### src/rtl/parameterized_counter.sv
// N-bit free-running up-counter with synchronous parallel load and async reset.
// Optional registered wrap pulse enabled by defining PARAMETERIZED_COUNTER_WRAP_FLAG_EN.
module parameterized_counter #(
  parameter int N = 8
) (
  input  logic         clk,
  input  logic         reset_n,
  input  logic         load_en,
  input  logic [N-1:0] data_in,
`ifdef PARAMETERIZED_COUNTER_WRAP_FLAG_EN
  output logic         wrap_out,
`endif
  output logic [N-1:0] count_out
);

  logic [N-1:0] count_q;
  logic [N-1:0] count_d;

  // Load takes priority over increment; increment wraps naturally modulo 2^N.
  always_comb begin
    count_d = count_q + {{(N-1){1'b0}}, 1'b1};
    if (load_en) begin
      count_d = data_in;
    end
  end

  // reset_n is active-high despite its name.
  always_ff @(posedge clk or posedge reset_n) begin
    if (reset_n) begin
      count_q <= '0;
    end else begin
      count_q <= count_d;
    end
  end

  assign count_out = count_q;

`ifdef PARAMETERIZED_COUNTER_WRAP_FLAG_EN
  logic wrap_q;
  logic wrap_d;

  // Pulse accompanies the all-ones -> zero step only when it comes from an increment.
  always_comb begin
    wrap_d = !load_en && (count_q == {N{1'b1}});
  end

  always_ff @(posedge clk or posedge reset_n) begin
    if (reset_n) begin
      wrap_q <= 1'b0;
    end else begin
      wrap_q <= wrap_d;
    end
  end

  assign wrap_out = wrap_q;
`endif

endmodule

### config.mk
export PLATFORM = sky130hd
export DESIGN_NAME = parameterized_counter
export DESIGN_NICKNAME = d
export VERILOG_FILES = /design/src/rtl/parameterized_counter.sv
export SDC_FILE = /design/constraint.sdc
export NUM_CORES = 1
export LEC_CHECK = 0
export BUFFER_PORTS_ARGS = -buffer_cell sky130_fd_sc_hd__buf_2
export CAP_MARGIN = 20
export CORE_AREA = 5 5 42 44
export CTS_BUF_LIST = sky130_fd_sc_hd__clkbuf_4 sky130_fd_sc_hd__clkbuf_8
export DETAILED_ROUTE_END_ITERATION = 10
export DIE_AREA = 0 0 47 49
export HOLD_SLACK_MARGIN = 0.06
export PLACE_DENSITY = 0.64
export SLEW_MARGIN = 20
export SYNTH_ARGS = -nofsm -noshare
export SYNTH_HDL_FRONTEND = slang
export SYNTH_SLANG_ARGS = --single-unit
### constraint.sdc
create_clock -name clk -period 1.2 [get_ports clk]
set_input_delay 0.06 -clock clk [delete_from_list [all_inputs] [get_ports clk]]
set_output_delay 0.06 -clock clk [all_outputs]
set_load 0.005 [all_outputs]
# After elaboration in Yosys (flattened, before gate mapping)
# Cells that the tools add are included.
# Widths: inputs -> output; s select.
# totals
wordCells	3
regBits	8
out_inout_bits	8
# op_classes
addsub	1
n_mux	1
# ops
op	n
$add 8x1->8 const B	1
$mux 8	1

# Longest topological paths before layout
# depth
word_depth	2
mapped_depth	4
depth_no_buf	4

# Worst setup path after synthesis
# Ideal clock, no wire load.
# synth_timing
kind	register to register
startpoint	register count_q[0] (netlist: count_out[0])
endpoint	register count_q[6] (netlist: count_out[6])
setup_time_ns	0.069
synth_period_minus_slack_ns	1.262
path_slack_ns	-0.062
n_path_buf	0
stages_incl_launch_ff	5
required_time_ns	1.131
t_arrival_ns	1.193
cell_sequence	dfrtp_1 -> ha_1 -> nand2_1 -> or4_1 -> nand3_1
# synth_via
elab_chain_len	2
# synth_rtl
element	line_no	text
start: declaration	16	logic [N-1:0] count_q;
start signal: assignment	32	count_q <= count_d;
$add 8x1->8	21	count_d = count_q + {{(N-1){1'b0}}, 1'b1};
$mux 8	22	if (load_en) begin
net count_d[6]	17	logic [N-1:0] count_d;
# The timed path passes the listed nets, and every way through them passes these cells.

# Worst setup path after layout
# layout_timing
startpoint	register count_q[1] (netlist: count_out[1])
endpoint	register count_q[7] (netlist: count_out[7])
# Same word-level chain as after synthesis.

==> impl_metrics.csv <==
group,metric,value,unit
setup_path,cp.required,1.35,ns
power,peakVddDrop,0.488,mV
finish,largest_register_ff_count,8,
worst_hold_path,min_to,"count_out[5]$_DFF_PP0_",
grt,first_global_vias,419,
grt,antenna_found_initial,0,
sta,fin_crit,1.24,ns
sta,fin_skew,0.00117,ns
clock_tree,cts_buffer_depth,2,
routing,vias,454,
clock_tree,cts_buffers,3,
sta,relSlewSlack,78.8,%
finish,mostFrequentLayoutCell,"buf_2",
die,start_util,28.8,%
clock_tree,path_clk_slew,0.06,ns
sta,rsz0062_at_grt,"true",
finish,finish.utilization,51.0,%
sta,fmax,806,MHz
clock_tree,cts_tree,"yes",
die,core-area,1400,um^2
die,fp.dieArea,2300,um^2
synthesis,ys_types,16,
finish,diodes,0,
grt,busiest_layer,"met2",
power,cellLeakagePower,0.351,nW
routing,drtIter0Drc,5,
finish,layout_common_cells,"18 x buf_2, 9 x dlygate4sd3_1, 8 x dfrtp_1, 8 x buf_4, 7 x nand2_1",
synthesis,synth.avg_cell_area,9.62,um^2
synthesis,syn_area,404,um^2
grt,gr-total-overflow,0,
grt,grt_util_all_layers,10.6,%
routing,antenna_left,0,
setup_path,worstSetupStartpointType,"flip-flop",
setup_path,cp.arrival,1.39,ns
routing,drt_wl_total,1180,um
synthesis,synth_nets,54,
placement,portBuffers,18,
worst_hold_path,hp-class,"in2reg",
die,pin_count,19,
setup_path,cpPeakStageDelay,0.39,ns
setup_path,worstSetupPathType,"reg2reg",
setup_path,crit_path_top_delay_cell,"dfrtp_1",
grt,grt_pass1_wl,1750,um
status,outcome,"finished with violations",
sta,slew_violations,0,
clock_tree,cts-root-buf,"clkbuf_4",
finish,fillCellCount,155,
clock_tree,htreeDepth,1,
synthesis,ys_seq_area_share,49.5,%
setup_path,r2r-start,"count_out[1]$_DFF_PP0_",
finish,synthToLayoutAreaGrowth,76.8,%
routing,drc_errors,0,
setup_path,reg2regPathDepth,4,
placement,gp_congestion,0.729,
routing,wl_per_cell,12.2,um
sta,fin_crit_sh,103,%
grt,grt_start_max_net_pins,17,
routing,firstDrtPassIters,4,
sta,worst_slew_pin_slew,0.317,ns
worst_hold_path,whs_path_depth,3,
sta,final_hold_viol_count,0,
setup_path,endpoint_kind,"flip-flop",
grt,grt.met2_usage,14.9,%
status,violations,"setup timing",
synthesis,syn_inst,42,
power,p_per_area,1140,nW/um^2
synthesis,ys_warn_count,0,
setup_path,worstReg2RegEnd,"count_out[7]$_DFF_PP0_",
finish,nets,94,
die,chipWidth,47,um
sta,fin_ws,-0.0411,ns
setup_path,path_cells,"buf_6 > nand4_1 > o211a_1 > a221o_1",
clock_tree,clock-sinks,8,
grt,grtUsageMet3,3.32,%
grt,globalRouteMet1Util,14.0,%
synthesis,ys_ff_latch,8,
die,fp.dieH,49,um
setup_path,cp_max_fo,3,
worst_hold_path,min_from,"load_en",
setup_path,rrSetupSlack,-0.04,ns
run,cap_violations,0,
placement,dp_hpwl,776,um
clock_tree,insertion_delay,0.26,ns
sta,setup_viol,1,
finish,drive_gt1_share,46.3,%
placement,place_worst_setup_slack,-0.0253,ns
die,placementRows,14,
routing,vias_per_cell,4.73,
## report_power, final
group | internal [W] | switching, W | leakage [nW]
clock network | 0.000115 | 0.000103 | 0.0138
logic | 0.000153 | 0.0000998 | 0.241
registers | 0.000304 | 0.0000362 | 0.0963
## cell families (layout without fill, tap and decap cells)
family                   count (synthesis)  count (layout)  synth area share, %
XOR/XNOR                                 3               3                 6.50
multiplexers                             1               1                 2.79
AND/OR/NAND/NOR                         18              18                 20.7
buffers and inverters                    3              41                 3.72
flip-flops                               8               8                 49.5
adder cells (fa/ha/maj)                  1               1                 3.10
AO/OA/AOI/OAI                            8               8                 13.6
## layout make-up
cell class,count,area (um^2),share of cell area (%)
Clock buffer,3,22.5,3.15
Inverter,2,7.51,1.05
Sequential cell,8,200,28.0
Timing Repair Buffer,36,251,35.2
Tap cell,16,20.0,2.80
Multi-Input combinational cell,31,213,29.8
## per-layer routing
| metal | share of wire, % | vias to the layer above |
|---|---|---|
| met1 | 44 | 207 |
| met5 | 0 | - |
| met3 | 8.3 | 3 |
| met2 | 46 | 19 |
| li1 | - | 225 |
| met4 | 2.0 | 0 |
## how the worst max path moves through the flow
| stage | start | end | slack (ns) | cells after the start |
|---|---|---|---|---|
| 2_1_floorplan | count_out[0]$_DFF_PP0_ | count_out[6]$_DFF_PP0_ | -0.04 | 4 |
| 3_3_place_gp | count_out[1]$_DFF_PP0_ | count_out[6]$_DFF_PP0_ | 0.004 | 4 |
| 3_5_place_dp | count_out[1]$_DFF_PP0_ | count_out[6]$_DFF_PP0_ | -0.03 | 4 |
| 4_1_cts | count_out[0]$_DFF_PP0_ | count_out[6]$_DFF_PP0_ | -0.03 | 4 |
| 5_1_grt | count_out[1]$_DFF_PP0_ | count_out[7]$_DFF_PP0_ | -0.07 | 4 |
| 6_report | count_out[1]$_DFF_PP0_ | count_out[7]$_DFF_PP0_ | -0.04 | 4 |
## synth_stat cells
master	n	area share, %
nand4_1	1	1.5
o211ai_1	2	3.7
buf_4	1	1.9
ha_1	1	3.1
or4_1	2	3.7
nand2_1	8	7.4
dfrtp_1	8	50
inv_1	2	1.9
nand3_1	5	6.2
mux2_2	1	2.8
xor2_1	2	4.3
o211a_1	1	2.5
o21ai_0	4	5.0
xnor2_1	1	2.2
a221o_1	1	2.5
nor2_1	2	1.9
## stage by stage
stage | std cells | hold slack (ns) | setup TNS (ns) | total power (W) | instance area, um^2
floorplan | 42 | -0.124 | -0.0423 | 0.000423 | 407
global placement | 81 | 0.0229 | 0 | 0.000530 | 554
detailed placement | 81 | 0.0290 | -0.0331 | 0.000535 | 554
CTS | 94 | 0.174 | -0.0279 | 0.000788 | 679
global route | 96 | 0.206 | -0.161 | 0.000858 | 714
finish | 96 | 0.175 | -0.0411 | 0.000811 | 714
## what timing repair did
item,in CTS,in global routing
gates resized for setup,1,5
endpoints found under the hold margin,16,0
endpoints found under the setup margin,2,4
pin swaps,1,5
hold buffers,9,0
buffers inserted,1,2
## worst max-delay path, delay by kind of cell, from the launching register on
| kind | cells | cell delay (ns) |
|---|---|---|
| simple gates | 1 | 0.13 |
| flops | 1 | 0.39 |
| buf+inv | 1 | 0.12 |
| compound gates | 2 | 0.49 |
(Power assumes the default switching activity.)
